<file path="src/rtl/rc4_pkg.sv">
// Shared definitions for the RC4 key-search engine: state encoding, ASCII bounds, parameter defaults.
// Latency: n/a (declarations only).
// Backpressure: n/a (declarations only).
//
// Contents:
//   rc4_state_e      - key-search FSM states
//   ASCII_*          - bounds of the plaintext alphabet (space, 'a'..'z')
//   RC4_*_DEF        - default values for the rc4_key_search parameters
//   rc4_is_legal()   - plaintext byte legality test
package rc4_pkg;

    localparam int RC4_KEY_WIDTH_DEF  = 24;
    localparam int RC4_KEY_FIRST_DEF  = 0;
    localparam int RC4_KEY_LAST_DEF   = 32'h003F_FFFF;
    localparam int RC4_KEY_STRIDE_DEF = 1;
    localparam int RC4_MSG_LEN_DEF    = 32;

    localparam logic [7:0] ASCII_SPACE   = 8'h20;
    localparam logic [7:0] ASCII_LOWER_A = 8'h61;
    localparam logic [7:0] ASCII_LOWER_Z = 8'h7A;

    typedef enum logic [3:0] {
        IDLE,
        INIT,
        SHUFFLE,
        DECRYPT,
        CHECK,
        NEXT_KEY,
        FOUND,
        EXHAUSTED,
        STOPPED
    } rc4_state_e;

    function automatic logic rc4_is_legal(input logic [7:0] b);
        return (b == ASCII_SPACE) || ((b >= ASCII_LOWER_A) && (b <= ASCII_LOWER_Z));
    endfunction

endpackage

</file>
<file path="src/rtl/rc4_ascii_check.sv">
// Plaintext checker: counts decrypted bytes and keeps a sticky flag for any non-alphabet byte.
// Latency: count/bad reflect a byte on the cycle after dec_valid; first_bad is combinational.
// Backpressure: none; every dec_valid byte is consumed, bytes past MSG_LEN are dropped.
//
// Ports:
//   clk, reset      - clock, async active-low reset
//   clr             - synchronous clear of count and bad
//   en              - accept bytes only while set (engine in DECRYPT)
//   dec_valid/byte  - decrypted byte stream
//   count           - bytes accepted so far (saturates at MSG_LEN)
//   bad             - sticky: an accepted byte was illegal
//   first_bad       - this cycle carries the first illegal accepted byte
module rc4_ascii_check
    import rc4_pkg::*;
#(
    parameter int MSG_LEN = RC4_MSG_LEN_DEF,
    parameter int CNT_W   = $clog2(MSG_LEN + 1)
) (
    input  logic             clk,
    input  logic             reset,
    input  logic             clr,
    input  logic             en,
    input  logic             dec_valid,
    input  logic [7:0]       dec_byte,
    output logic [CNT_W-1:0] count,
    output logic             bad,
    output logic             first_bad
);

    logic take;
    logic legal;

    // Once MSG_LEN bytes are in, later bytes neither count nor poison the flag.
    assign take      = en && dec_valid && (count < CNT_W'(MSG_LEN));
    assign legal     = rc4_is_legal(dec_byte);
    assign first_bad = take && !legal && !bad;

    always_ff @(posedge clk or negedge reset) begin
        if (!reset) begin
            count <= '0;
            bad   <= 1'b0;
        end else if (clr) begin
            count <= '0;
            bad   <= 1'b0;
        end else if (take) begin
            count <= count + 1'b1;
            if (!legal) begin
                bad <= 1'b1;
            end
        end
    end

endmodule

</file>
<file path="src/rtl/rc4_key_search.sv">
// RC4 brute-force key sequencer: steps keys through init/shuffle/decrypt engines and checks plaintext.
// Latency: one cycle per state hop; each *_finish/stop acts on the state one cycle later.
// Backpressure: engines are handshaked by level start / pulse finish; stop aborts from any busy state.
//
// Ports:
//   clk, reset                     - clock, async active-low reset
//   start / stop                   - begin a search / abort it (another core won)
//   init_*, shuffle_*, dec_*       - engine start levels and done pulses, decrypted byte stream
//   dec_abort                      - one-cycle early-abort request to the decrypter
//   key, keys_tried                - current key, keys fully evaluated
//   busy, found, exhausted, stopped - status
// Build option: RC4_EARLY_ABORT_EN - abandon a key on its first illegal byte instead of waiting
//   for dec_finish; without it dec_abort is tied low.
module rc4_key_search
    import rc4_pkg::*;
#(
    parameter int                   KEY_WIDTH  = RC4_KEY_WIDTH_DEF,
    parameter logic [KEY_WIDTH-1:0] KEY_FIRST  = KEY_WIDTH'(RC4_KEY_FIRST_DEF),
    parameter logic [KEY_WIDTH-1:0] KEY_LAST   = KEY_WIDTH'(RC4_KEY_LAST_DEF),
    parameter logic [KEY_WIDTH-1:0] KEY_STRIDE = KEY_WIDTH'(RC4_KEY_STRIDE_DEF),
    parameter int                   MSG_LEN    = RC4_MSG_LEN_DEF
) (
    input  logic                 clk,
    input  logic                 reset,
    input  logic                 start,
    input  logic                 stop,
    output logic                 init_start,
    input  logic                 init_finish,
    output logic                 shuffle_start,
    input  logic                 shuffle_finish,
    output logic                 dec_start,
    input  logic                 dec_finish,
    input  logic                 dec_valid,
    input  logic [7:0]           dec_byte,
    output logic                 dec_abort,
    output logic [KEY_WIDTH-1:0] key,
    output logic [KEY_WIDTH-1:0] keys_tried,
    output logic                 busy,
    output logic                 found,
    output logic                 exhausted,
    output logic                 stopped
);

    localparam int CNT_W = $clog2(MSG_LEN + 1);

`ifdef RC4_EARLY_ABORT_EN
    localparam bit EARLY_ABORT = 1'b1;
`else
    localparam bit EARLY_ABORT = 1'b0;
`endif

    rc4_state_e       state;
    rc4_state_e       state_nxt;
    logic             key_load;
    logic             key_step;
    logic             tried_inc;
    logic             chk_clr;
    logic [CNT_W-1:0] count;
    logic             bad;
    logic             first_bad;

    rc4_ascii_check #(
        .MSG_LEN (MSG_LEN),
        .CNT_W   (CNT_W)
    ) u_check (
        .clk       (clk),
        .reset     (reset),
        .clr       (chk_clr),
        .en        (state == DECRYPT),
        .dec_valid (dec_valid),
        .dec_byte  (dec_byte),
        .count     (count),
        .bad       (bad),
        .first_bad (first_bad)
    );

    // State register
    always_ff @(posedge clk or negedge reset) begin
        if (!reset) begin
            state <= IDLE;
        end else begin
            state <= state_nxt;
        end
    end

    // Next-state and datapath strobes; stop outranks every finish pulse.
    always_comb begin
        state_nxt = state;
        key_load  = 1'b0;
        key_step  = 1'b0;
        tried_inc = 1'b0;
        chk_clr   = 1'b0;
        case (state)
            IDLE, FOUND, EXHAUSTED, STOPPED: begin
                if (start) begin
                    state_nxt = INIT;
                    key_load  = 1'b1;
                    chk_clr   = 1'b1;
                end
            end
            INIT: begin
                if (stop)             state_nxt = STOPPED;
                else if (init_finish) state_nxt = SHUFFLE;
            end
            SHUFFLE: begin
                if (stop)                state_nxt = STOPPED;
                else if (shuffle_finish) state_nxt = DECRYPT;
            end
            DECRYPT: begin
                // The checker consumes a byte arriving with dec_finish before CHECK reads it.
                if (stop)                            state_nxt = STOPPED;
                else if (EARLY_ABORT && first_bad)   state_nxt = NEXT_KEY;
                else if (dec_finish)                 state_nxt = CHECK;
            end
            CHECK: begin
                if (stop) begin
                    state_nxt = STOPPED;
                end else if (!bad && (count == CNT_W'(MSG_LEN))) begin
                    // The winning key is also a fully evaluated key.
                    state_nxt = FOUND;
                    tried_inc = 1'b1;
                end else begin
                    state_nxt = NEXT_KEY;
                end
            end
            NEXT_KEY: begin
                if (stop) begin
                    state_nxt = STOPPED;
                end else begin
                    tried_inc = 1'b1;
                    // Subtraction form keeps the bound check free of key overflow.
                    if ((KEY_LAST - key) < KEY_STRIDE) begin
                        state_nxt = EXHAUSTED;
                    end else begin
                        state_nxt = INIT;
                        key_step  = 1'b1;
                        chk_clr   = 1'b1;
                    end
                end
            end
            default: state_nxt = IDLE;
        endcase
    end

    // Outputs decoded from the state register only
    always_comb begin
        init_start    = (state == INIT);
        shuffle_start = (state == SHUFFLE);
        dec_start     = (state == DECRYPT);
        busy          = (state == INIT) || (state == SHUFFLE) || (state == DECRYPT) ||
                        (state == CHECK) || (state == NEXT_KEY);
        found         = (state == FOUND);
        exhausted     = (state == EXHAUSTED);
        stopped       = (state == STOPPED);
    end

    always_ff @(posedge clk or negedge reset) begin
        if (!reset) begin
            key        <= KEY_FIRST;
            keys_tried <= '0;
        end else if (key_load) begin
            key        <= KEY_FIRST;
            keys_tried <= '0;
        end else begin
            if (key_step) begin
                key <= key + KEY_STRIDE;
            end
            if (tried_inc) begin
                keys_tried <= keys_tried + 1'b1;
            end
        end
    end

`ifdef RC4_EARLY_ABORT_EN
    // High during the NEXT_KEY cycle that follows the first illegal byte.
    logic abort_q;
    always_ff @(posedge clk or negedge reset) begin
        if (!reset) begin
            abort_q <= 1'b0;
        end else begin
            abort_q <= (state == DECRYPT) && !stop && first_bad;
        end
    end
    assign dec_abort = abort_q;
`else
    assign dec_abort = 1'b0;
`endif

endmodule

</file>
<file path="config.mk">
export PLATFORM = sky130hd
export DESIGN_NAME = rc4_key_search
export DESIGN_NICKNAME = d
export VERILOG_FILES = /design/src/rtl/rc4_pkg.sv /design/src/rtl/rc4_ascii_check.sv /design/src/rtl/rc4_key_search.sv
export SDC_FILE = /design/constraint.sdc
export NUM_CORES = 1
export LEC_CHECK = 0
export ABC_AREA = 1
export CORE_MARGIN = 1
export CORE_UTILIZATION = 48
export DETAILED_ROUTE_END_ITERATION = 6
export PLACE_DENSITY_LB_ADDON = 0.1
export SLEW_MARGIN = 20
export SYNTH_ARGS = -nofsm -noshare
export SYNTH_HDL_FRONTEND = slang
export SYNTH_SLANG_ARGS = --single-unit
</file>
<file path="constraint.sdc">
create_clock -name clk -period 1.54 [get_ports clk]
set_input_delay 0.154 -clock clk [delete_from_list [all_inputs] [get_ports clk]]
set_output_delay 0.154 -clock clk [all_outputs]
set_load 0.02 [all_outputs]
</file>
---- Yosys cells after proc, flatten, opt, wreduce, memory -nomap -nowiden ----
Cells that the tools add are included.
storage, ports and cells
  flip-flop bits (word level) ............. 59
  input port bits ......................... 16
  output and inout bits ................... 56
  logic and storage cells ................. 76
cells by class
  add/subtract/negate cells ............... 4
  magnitude comparators ................... 4
  equal/unequal tests ..................... 15
  multiplexer cells ....................... 31
  reductions and logical operators ........ 17
operators with widths
  kind                                                                               count
  24-bit two-way mux                                                                 4
  24-bit by 1-bit adder with 24-bit output (second input constant)                   2
  4-bit two-way mux                                                                  9
  24-bit by 1-bit less-than comparator with 1-bit output (second input constant)     1
  4-bit case mux with 6 select lines                                                 1
  22-bit by 24-bit subtractor with 24-bit output (first input constant)              1
  4-bit by 3-bit == test with 1-bit output (second input constant)                   4
  6-bit two-way mux                                                                  2
  1-bit two-way mux                                                                  11
  4-bit by 2-bit == test with 1-bit output (second input constant)                   2
  8-bit by 6-bit == test with 1-bit output (second input constant)                   1
  8-bit by 7-bit >= comparator with 1-bit output (second input constant)             1
  8-bit by 7-bit less-or-equal comparator with 1-bit output (second input constant)  1
  6-bit by 1-bit adder with 6-bit output (second input constant)                     1
  6-bit == test (second input constant)                                              1
  6-bit less-than comparator (second input constant)                                 1
  3-bit by 2-bit inequality test with 1-bit output (second input constant)           2
  2-bit nonzero test                                                                 3
  1-bit logical OR                                                                   5
  4-bit by 1-bit == test with 1-bit output (second input constant)                   1
  4-bit == test (second input constant)                                              1
  1-bit logical AND                                                                  4
  4-bit logical NOT                                                                  1
  2-bit inequality test (second input constant)                                      2
  8 further kinds                                                                    9

---- Depth between registers and ports, before layout ----
Gate-level depths: netlist of the first run.
  word-level depth ........................ 7
  depth in mapped cells ................... 11
  mapped depth without buffers ............ 10

---- Hierarchy ----
From an unflattened synthesis of the first run, not the netlist that was laid out.
unflattened totals
  cells, all modules ...................... 606
  area, all modules ....................... 3982.6 um^2
by module, submodules not included
  module           times used  cells an instance  area each (um^2)  sequential area each (um^2)
  rc4_key_search   1           551                3557.2            1301.2
  rc4_ascii_check  1           55                 425.4             175.2

---- Worst setup path before layout of the first run ----
No wires, ideal clock.
  kind .................................... register to register
  start ................................... register key[0]
  end ..................................... register key[8]
  library setup time ...................... 0.118 ns
  data arrival time ....................... 1.732 ns
  data required time ...................... 1.422 ns
  setup slack ............................. -0.309 ns
  cell stages (with the launch flop) ...... 10
  path buffers ............................ 1
  period minus slack after synthesis ...... 1.849 ns
  cells stage by stage .................... dfrtp_1 > ha_1 > nand2_2 > nor2_4 > nand3_4 > nor2_8 > o21ai_2 > buf_2 > nand2_1 > nand2_1
on the way
  word-level cells in the longest chain between the ends .. 6
  elaborated cells on any way between the ends .. 9
  classes of those cells .................. add/sub: 2; order compare: 1; mux: 5; reduce/logical: 1
RTL lines
  element                                                 RTL line               text
  from (decl)                                             rc4_key_search.sv:36   output logic [KEY_WIDTH-1:0] key,
  from (signal assigned)                                  rc4_key_search.sv:166  key <= key + KEY_STRIDE;
  22-bit by 24-bit subtractor with 24-bit output          rc4_key_search.sv:132  if ((KEY_LAST - key) < KEY_STRIDE) begin
  24-bit by 1-bit less-than comparator with 1-bit output  rc4_key_search.sv:132
  1-bit two-way mux                                       rc4_key_search.sv:132
  1-bit two-way mux                                       rc4_key_search.sv:127  if (stop) begin
  1-bit two-way mux                                       rc4_key_search.sv:93   case (state)
  2-bit nonzero test (no line)                            -
Parallel ways exist; a longest one is shown, timed or not. The select of a mux whose other input is x is not followed.
A chain may end at the register's enable or synchronous reset.

---- Worst setup path in the final report of the first run ----
  start ................................... register state[1]
  end ..................................... register keys_tried[3]
on the way
  word-level cells in the longest chain between the ends .. 4
  elaborated cells on any way between the ends .. 11
  classes of those cells .................. eq/ne: 5; mux: 3; reduce/logical: 3
RTL lines
  element                                                           RTL line               text
  from (decl)                                                       rc4_key_search.sv:52   rc4_state_e state;
  from (signal assigned)                                            rc4_key_search.sv:82   state <= state_nxt;
  4-bit by 3-bit == test with 1-bit output (tied with other cells)  rc4_key_search.sv:93
  4-bit OR reduction                                                rc4_key_search.sv:93
  1-bit two-way mux                                                 rc4_key_search.sv:93
  24-bit two-way mux or 2-bit nonzero test (tied branches)          -
  to (signal assigned)                                              rc4_key_search.sv:169  keys_tried <= keys_tried + 1'b1;
  to (decl)                                                         rc4_key_search.sv:37   output logic [KEY_WIDTH-1:0] keys_tried,
Parallel ways exist; a longest one is shown, timed or not.

==> results of run 1 <==
[timing repair]
action	4_1_cts	5_1_grt
pin swaps	12	48
resized for setup	116	111
setup buffers	9	6
endpoints found under the hold margin	16	0
hold buffers	1	0
cloned	6	3
endpoints found under the setup margin	112	67
[Yosys cell counts, types with 3 or more instances]
cell type | n | area share
nand2_2 | 3 | 0.0046
o21ai_0 | 8 | 0.0099
nor2_8 | 3 | 0.015
or2_2 | 4 | 0.0062
inv_2 | 4 | 0.0037
xor2_1 | 18 | 0.039
nor2_2 | 5 | 0.0077
nor2_1 | 102 | 0.095
nand2_1 | 255 | 0.24
ha_1 | 4 | 0.012
buf_2 | 6 | 0.0074
o21ai_1 | 4 | 0.0050
nand4_1 | 29 | 0.045
dfrtp_1 | 59 | 0.37
nor3_1 | 4 | 0.0050
nand3_1 | 36 | 0.045
a21oi_1 | 6 | 0.0074
inv_1 | 49 | 0.046
nand3b_1 | 3 | 0.0056
[through the flow]
stage	hold WS, ns	std cells
after global routing	0.342	891
after CTS	0.328	885
after detailed placement	0.157	853
after global placement	0.152	853
after floorplan	-0.142	619
final	0.324	891
[cell families after synthesis]
logic type	after synthesis	share of synthesized area
buf+inv	66	0.0700
compound gates	21	0.0304
simple gates	448	0.477
fa+ha+maj	4	0.0124
other cells	1	0.000928
flops	59	0.366
xor+xnor	20	0.0434
[layout by cell type, fill, tap and decap left out, types with 3 or more instances in the layout]
master,Yosys,routed
a21oi_1,6,5
buf_12,0,8
buf_2,6,7
buf_4,2,67
buf_6,2,11
clkbuf_8,0,11
clkdlybuf4s50_1,0,14
dfrtp_1,59,49
dfrtp_2,0,10
dlygate4sd2_1,0,46
inv_1,49,45
inv_2,4,7
nand2_1,255,193
nand2_2,3,49
nand2_4,0,15
nand3_1,36,34
nand3b_1,3,3
nand4_1,29,29
nor2_1,102,83
nor2_2,5,17
nor2_4,1,8
nor2_8,3,3
nor3_1,4,3
o21ai_0,8,5
o21ai_1,4,5
o21ai_2,1,3
or2_2,4,4
xor2_1,18,18
[worst register-to-register path: stages, from the launching register on]
cell	delay [ns]
dfrtp_2	0.46
nor2_4	0.17
buf_6	0.13
nand3_4	0.08
o21ai_4	0.20
buf_6	0.15
buf_6	0.13
nand2_2	0.05
nand2_1	0.05
nand2_1	0.05
nor2_1	0.12
[registers in the layout (all words and copies together), names as in the netlist]
| signal | count |
|---|---|
| key | 24 |
| keys_tried | 24 |
| u_check.count | 6 |
| u_check.bad | 1 |
| state | 4 |
[report_power, final]
| part | total (mW) | switching [mW] | internal (mW) |
|---|---|---|---|
| Sequential | 1.76 | 0.114 | 1.64 |
| Clock | 1.66 | 0.663 | 0.998 |
| Combinational | 2.86 | 1.58 | 1.28 |
| Total | 6.28 | 2.36 | 3.92 |
[metal layers]
metal  wire length, µm  GRT usage
met5                 0          0
met4               468      0.168
met3               957     0.0421
met2              6560      0.516
met1              5140      0.360
[final timing paths]
check	startpoint	end	slack (ns)	cells after the start
max	state[1]	keys_tried[3]	-0.1	10
min	reset	keys_tried[22]	0.32	2
max reg2reg	state[1]	keys_tried[3]	-0.1	10
min reg2reg	u_check.bad	u_check.bad	0.53	2
max in group asynchronous	reset	key[2]	0.68	3
min in group clk	dec_valid	u_check.count[5]	0.43	3
[cell type report]
class,count,area (µm²)
clock inverter,4,72.6
multi-input combinational,494,2670
sequential,59,1490
tap,105,131
timing repair buffer,162,1540
clock buffer,12,155
inverter,54,218
timing repair inverter,1,8.76
fill,614,1900
==> parameters.txt, run 1 <==
Parameter                              Value

STA
  Setup repair after global routing missed its margin    true
  Min Clock Period, post-route    1.64 ns
  Final setup violating endpoints    41
  Maximum clock frequency    0.610 GHz
  Worst slew margin    0.634
  Clock tree skew after final layout    0.0120 ns
  Share of the clock period used by the worst path    1.06
  Number of hold violations in the final report    0
  Final max-slew violation count    0
  Aggregate negative setup slack    -1.33 ns
  Worst setup slack after layout    -0.0994 ns
  Worst-Margin Slew    0.549 ns

CTS
  Cell chosen for the clock root    clkbuf_8
  TritonCTS sink count    59
  Clock buffers created by TritonCTS    9
  Worst-path clk slew    0.08 ns
  Insertion delay to the later sink of the worst-skew pair    0.35 ns
  Maximum root-to-sink buffer count    2
  TritonCTS clock tree    built
  CTS H-tree lvls    3

Setup path
  Critical Path, Cell by Cell    nor2_4 -> buf_6 -> nand3_4 -> o21ai_4 -> buf_6 -> buf_6 -> nand2_2 -> nand2_1 -> nand2_1 -> nor2_1
  Required time of the critical path    1.82 ns
  Slowest cell delay on critical path    0.46 ns
  CP endpoint kind    register
  Crit-path max FO    5
  Category of the most critical setup path    register to register
  CP max-delay cell    dfrtp_2
  Worst Path Arrival    1.92 ns
  Critical Path Most Common Cell    buf_6
  Type of origin of the critical path    register
  Number of buffers and inverters on the critical path    3
  Cell family contributing the most delay on the critical path    simple AND/OR/NAND/NOR gates

Global routing
  Antenna violations before repair    0
  First-pass GRT wire length    20300 µm
  Pin count of the biggest net entering global routing    25
  Number of global-route vias before repair    4452
  Grt total ovfl    0
  Total GRT Usage    0.300

Detailed routing
  Total wire length after detailed routing    13100 µm
  Detailed-route via count    4751
  Routed vias/inst    5.33
  Number of nets still failing antenna checks after routing    0
  DR WL/cell    14.7 µm
  Remaining routing DRC violations    0
  Number of search-and-repair iterations in the first detailed-routing pass    7
  First-iteration detailed-routing DRC count    266

Job
  Max capacitance violation total    0

Place
  DPL Wire Length    8610 µm
  Cell area reported after detailed placement    0.00543 mm²
  Total of buffers placed on input and output ports    70
  Weighted congestion reported at the end of routability-driven placement    0.900
  Setup WS pre-CTS    -0.114 ns

Logic synthesis
  Post-synth EDFFs    0
  Number of library cell types mapped by synthesis    33
  Most common flop cell mapped by yosys    dfrtp_1
  Number of warnings printed during yosys synthesis    0
  Cells after Synth    619
  Area of the mapped netlist    0.00404 mm²
  Post-synthesis average cell area    6.52 µm²
  Flops & latches, synth    59
  Seq/Total Area, Yosys    0.366
  Mapped Nets    639
  Ys async rst share    1.00

Cells and area
  Number of nets in the finished design    801
  Design Area, Final    0.00628 mm²
  Area added between synthesis and finish    55.4%
  Fraction of final layout cells with drive strength greater than 1    0.312
  Number of diodes    0
  Final Core Density    0.768

Power and ir drop
  Standby leakage power    3.26 nW
  Peak supply drop    0.829 mV
  Post-layout power    6.28 mW
  Power per cell area    1000 mW/mm²

Floorplan
  Die outline height    93.7 µm
  Num ports    72
  Placeable core region    0.00818 mm²
  Total Die Area    0.00879 mm²
  Num rows    33
  Effective utilization at floorplan    0.494
  Die Span X    93.7 µm

Min path
  Worst min-delay path category    input port to async pin

Status
  Failing checks    negative setup slack
  Status    complete, but fails checks
(Power assumes the default switching activity.)
==> inputs of run 2 (changes only) <==
--- a/config.mk
+++ b/config.mk
@@ -10,6 +10,7 @@
 export CORE_UTILIZATION = 48
 export DETAILED_ROUTE_END_ITERATION = 6
 export PLACE_DENSITY_LB_ADDON = 0.1
+export SKIP_CTS_REPAIR_TIMING = 1
 export SLEW_MARGIN = 20
 export SYNTH_ARGS = -nofsm -noshare
 export SYNTH_HDL_FRONTEND = slang
==> run 2 against run 1 <==
The run still ends with negative setup slack left. Worst hold slack worse by 0.021 ns. Register-to-register slack got worse by 0.06 ns. Flip-flop and latch count unchanged. Largest power group unchanged.
==> parameters.txt, run 2 (synthesized netlist as in run 1, its figures left out) <==
Parameter                              Value

Status
  Status    complete, but fails checks
  Failing checks    negative setup slack

STA
  Final setup violating endpoints    57
  Worst slew margin    0.654
  Final max-slew violation count    0
  Share of the clock period used by the worst path    1.11
  Worst setup slack after layout    -0.162 ns
  Maximum clock frequency    0.588 GHz
  Clock tree skew after final layout    0.0101 ns
  Number of hold violations in the final report    0
  Min Clock Period, post-route    1.70 ns
  Setup repair after global routing missed its margin    true
  Worst-Margin Slew    0.519 ns

Setup path
  Reg-to-reg setup timing slack    -0.16 ns
  Worst Path Arrival    2.00 ns
  Category of the most critical setup path    register to register
  CP max-delay cell    dfrtp_2
  Slowest cell delay on critical path    0.50 ns
  Critical Path, Cell by Cell    nor2_4 -> buf_6 -> nand2_4 -> nand2_4 -> nand2_4 -> buf_12 -> buf_12 -> o21ai_4 -> buf_12 -> nand2_2 -> nand2_1
  Crit-path max FO    8
  Required time of the critical path    1.84 ns
  Type of origin of the critical path    register
  CP endpoint kind    register

Global routing
  First-pass GRT wire length    19100 µm
  Total GRT Usage    0.280
  Most used routing layer in global routing    met2
  Pin count of the biggest net entering global routing    27
  Number of global-route vias before repair    4214
  Antenna violations before repair    0
  Met2 Resource Use GR    0.477
  Met1 capacity usage during global routing    0.348
  Grt total ovfl    0
  Met3 usage    0.0421

CTS
  TritonCTS clock tree    built
  CTS H-tree lvls    3
  Maximum root-to-sink buffer count    2
  Insertion delay to the later sink of the worst-skew pair    0.36 ns
  Cell chosen for the clock root    clkbuf_8
  Clock buffers created by TritonCTS    9
  Worst-path clk slew    0.08 ns
  TritonCTS sink count    59

Place
  Cell area reported after detailed placement    0.00543 mm²
  DPL Wire Length    8610 µm
  Total of buffers placed on input and output ports    70
  Weighted congestion reported at the end of routability-driven placement    0.900

Detailed routing
  Total wire length after detailed routing    13900 µm
  Number of search-and-repair iterations in the first detailed-routing pass    5
  First-iteration detailed-routing DRC count    277
  DR WL/cell    15.6 µm
  Remaining routing DRC violations    0
  Detailed-route via count    4837
  Routed vias/inst    5.42
  Number of nets still failing antenna checks after routing    0

Power and ir drop
  Standby leakage power    4.00 nW
  Peak supply drop    0.850 mV
  Power per cell area    1020 mW/mm²

Cells and area
  Final Core Density    0.808
  Design Area, Final    0.00660 mm²
  Fraction of final layout cells with drive strength greater than 1    0.310
  Number of nets in the finished design    802
  Top library cells by usage in the layout, fill and taps aside    nand2_1 (201), nor2_1 (87), buf_4 (63), dfrtp_1 (48), dlymetal6s2s_1 (48)
  Number of diodes    0
  Leading registers by flop count    key (24), keys_tried (24), u_check.count (6)
  Most common cell after layout, fill and taps aside    nand2_1
  Area added between synthesis and finish    63.5%
  Number of inserted filler cells in the final layout    546

Floorplan
  Placeable core region    0.00818 mm²
  Num rows    33
  Num ports    72
  Total Die Area    0.00879 mm²
  Effective utilization at floorplan    0.494
  Die outline height    93.7 µm
  Die Span X    93.7 µm

Min path
  Worst min-delay path category    input port to async pin

Job
  Max capacitance violation total    0
[run 2: cell count changes in the layout (fill, tap and decap cells not counted), sizes merged]
cell / delta
dlymetal6s2s: +46
clkbuf: +6
buf: -5
dlygate4sd2: -46
[run 2: area by class of cell]
class,count,area [µm²],share of cell area
Sequential cell,59,1490,0.226
Inverter,54,220,0.0333
Timing Repair Buffer,163,1810,0.274
Multi-Input combinational cell,494,2710,0.411
Timing Repair inverter,1,11.3,0.00171
Tap cell,105,131,0.0199
Clock buffer,12,155,0.0235
Clock inverter,4,72.6,0.0110
[run 2: path summary, 6_finish.rpt]
| kind | startpoint | endpoint | depth (start not counted) |
|---|---|---|---|
| worst max-delay path | state[1] | key[8] | 11 |
| worst min-delay path | reset | keys_tried[22] | 2 |
| worst max register to register | state[1] | key[8] | 11 |
| worst min register to register | key[6] | key[6] | 2 |
| max in group asynchronous | reset | key[2] | 3 |
| min in group clk | dec_valid | u_check.count[5] | 3 |
[run 2: metrics by stage]
| stage | TNS [ns] | hold slack (ns) | std cells | worst slack, ns | power [mW] |
|---|---|---|---|---|---|
| floorplan | -2.29 | -0.142 | 619 | -0.0965 | 2.76 |
| global placement | -2.61 | 0.152 | 853 | -0.0975 | 3.63 |
| detailed placement | -3.78 | 0.157 | 853 | -0.114 | 3.64 |
| CTS | -10.02 | -0.216 | 869 | -0.481 | 5.29 |
| global route | -10.11 | 0.333 | 892 | -0.233 | 6.99 |
| finish | -5.79 | 0.303 | 892 | -0.162 | 6.74 |
[run 2: worst max-delay path, delay by kind of cell (launching register included)]
kind                   cells  cell delay, ns
DFF                        1            0.50
buffers and inverters      4            0.58
AOI/OAI and AO/OA          1            0.09
and+or+nand+nor            6            0.48
[run 2: power by group]
group	leakage, nW	switching (mW)	total (mW)	internal (mW)
clock network	0.113	0.681	1.68	0.998
registers	0.803	0.139	1.78	1.64
logic	3.08	1.73	3.28	1.55
[run 2: per-layer routing]
metal  vias to the layer above  routed length (µm)
met2                       238                7020
met1                      2269                5410
met3                        48                 979
li1                       2282                   -
met5                         -                   0
met4                         0                 480
==> inputs of run 3 (changes only) <==
--- a/config.mk
+++ b/config.mk
@@ -9,7 +9,7 @@
 export CORE_MARGIN = 1
 export CORE_UTILIZATION = 48
 export DETAILED_ROUTE_END_ITERATION = 6
-export PLACE_DENSITY_LB_ADDON = 0.1
+export PLACE_DENSITY = 0.77
 export SKIP_CTS_REPAIR_TIMING = 1
 export SLEW_MARGIN = 20
 export SYNTH_ARGS = -nofsm -noshare
==> run 3 against run 2 <==
The run still ends with negative setup slack left. Maximum frequency rose by 3.2%. Die area stayed put. Clock skew rose by 0.0014 ns. Cell count down 1.5%. Critical endpoint is now key[10]. Cell area down 4.3%. Sequential share of layout area increased by 1.0 points.
==> parameters.txt, run 3 (synthesized netlist as in run 1, its figures left out) <==
Parameter                              Value

Status
  Status    complete, but fails checks
  Failing checks    negative setup slack

Floorplan
  Num rows    33
  Total Die Area    0.00879 mm²
  Effective utilization at floorplan    0.494
  Num ports    72
  Die outline height    93.7 µm
  Die Span X    93.7 µm
  Placeable core region    0.00818 mm²

Place
  Weighted congestion reported at the end of routability-driven placement    0.915
  Total of buffers placed on input and output ports    70
  Setup WS pre-CTS    -0.120 ns
  Cell area reported after detailed placement    0.00539 mm²
  DPL Wire Length    8740 µm

STA
  Final max-slew violation count    0
  Number of hold violations in the final report    0
  Worst setup slack after layout    -0.109 ns
  Share of the clock period used by the worst path    1.07
  Hold Worst Slack    0.343 ns
  Clock tree skew after final layout    0.0115 ns
  Final setup violating endpoints    54
  Setup repair after global routing missed its margin    true
  Aggregate negative setup slack    -3.61 ns
  Maximum clock frequency    0.607 GHz
  Min Clock Period, post-route    1.65 ns

Global routing
  Total GRT Usage    0.285
  Antenna violations before repair    0
  Number of global-route vias before repair    4207
  Grt total ovfl    0
  Pin count of the biggest net entering global routing    60
  First-pass GRT wire length    19300 µm

CTS
  Worst-path clk slew    0.08 ns
  Insertion delay to the later sink of the worst-skew pair    0.35 ns
  Cell chosen for the clock root    clkbuf_8
  TritonCTS clock tree    built
  TritonCTS sink count    59
  Maximum root-to-sink buffer count    2
  Clock buffers created by TritonCTS    9
  CTS H-tree lvls    3

Detailed routing
  Number of nets still failing antenna checks after routing    0
  Detailed-route via count    4786
  DR WL/cell    15.6 µm
  Remaining routing DRC violations    0
  Number of search-and-repair iterations in the first detailed-routing pass    5
  Routed vias/inst    5.44
  Total wire length after detailed routing    13700 µm
  First-iteration detailed-routing DRC count    259

Cells and area
  Most common cell after layout, fill and taps aside    nand2_1
  Leading registers by flop count    key (24), keys_tried (24), u_check.count (6)
  Number of nets in the finished design    789
  Design Area, Final    0.00632 mm²
  Top library cells by usage in the layout, fill and taps aside    nand2_1 (203), nor2_1 (88), buf_4 (62), dlymetal6s2s_1 (48), dfrtp_1 (47)
  Number of diodes    0
  Combined flip-flop and latch cell area    0.00149 mm²
  Number of inserted filler cells in the final layout    558
  Fraction of final layout cells with drive strength greater than 1    0.289
  Area added between synthesis and finish    56.5%
  Area occupied by multi-input gates    0.00265 mm²

Setup path
  CP endpoint kind    register
  Category of the most critical setup path    register to register
  Critical path launch point    key[1]
  Crit-path max FO    6
  Type of origin of the critical path    register
  Required time of the critical path    1.83 ns
  Worst R2R Start    key[1]
  Worst Path Arrival    1.94 ns

Power and ir drop
  Combinational Power Share    0.454
  Fraction of power spent switching nets    0.379
  Post-layout power    6.24 mW
  Clock Power Share    0.262
  Power per cell area    987 mW/mm²
  Switching power    2.36 mW
  Sequential Power Share    0.284
  Standby leakage power    3.83 nW
  Peak supply drop    1.00 mV
  Cell-internal power    3.88 mW

Min path
  Worst min-delay path category    input port to async pin

Job
  Max capacitance violation total    0
-- run 3: changes by cell type in the layout (fill, tap and decap cells not counted), sizes merged --
cell | previous run | this run
buf | 92 | 83
clkbuf | 20 | 16
-- run 3: worst paths after layout --
path                             endpoint  slack, ns  depth (start not counted)
max                               key[10]      -0.11                         10
min                        keys_tried[18]       0.34                          3
max reg2reg                       key[10]      -0.11                         10
min reg2reg                        key[3]       0.55                          2
max in group asynchronous          key[3]       0.89                          3
min in group clk              u_check.bad       0.54                          5
-- run 3: area by class of cell --
type,count,share of cell area
tap,105,0.0208
clock buffer,11,0.0224
sequential,59,0.236
inverter,54,0.0348
clock inverter,5,0.0123
timing repair buffer,151,0.255
multi-input combinational,494,0.419
-- run 3: power groups by stage --
stage               Clock [mW]  Sequential, mW  Combinational [mW]
floorplan                    0            1.78               0.975
global placement             0            1.74                1.87
finish                    1.64            1.77                2.83
global route              1.72            1.78                2.99
detailed placement           0            1.75                1.88
CTS                       1.63            1.72                1.88
-- run 3: metrics by stage --
stage | utilization | instances
floorplan | - | 619
global placement | 0.659 | 851
detailed placement | 0.659 | 851
CTS | 0.686 | 867
global route | 0.773 | 879
finish | 0.773 | 879
-- run 3: per-layer routing --
layer	up-vias	track usage	wire length (µm)
met4	0	0.0897	313
li1	2245	-	-
met3	39	0.0583	1050
met1	2266	0.356	5360
met5	-	0	0
met2	236	0.490	6960
-- run 3: critical path: stages (launching register included) --
cell and delay, ns:
dfrtp_2 0.39, ha_4 0.15, nand2_4 0.06, nor2_4 0.14
nand3_4 0.11, nor2_8 0.19, nor2_8 0.08, nor2_8 0.16
clkbuf_16 0.19, nand2_2 0.05, nand2_1 0.06
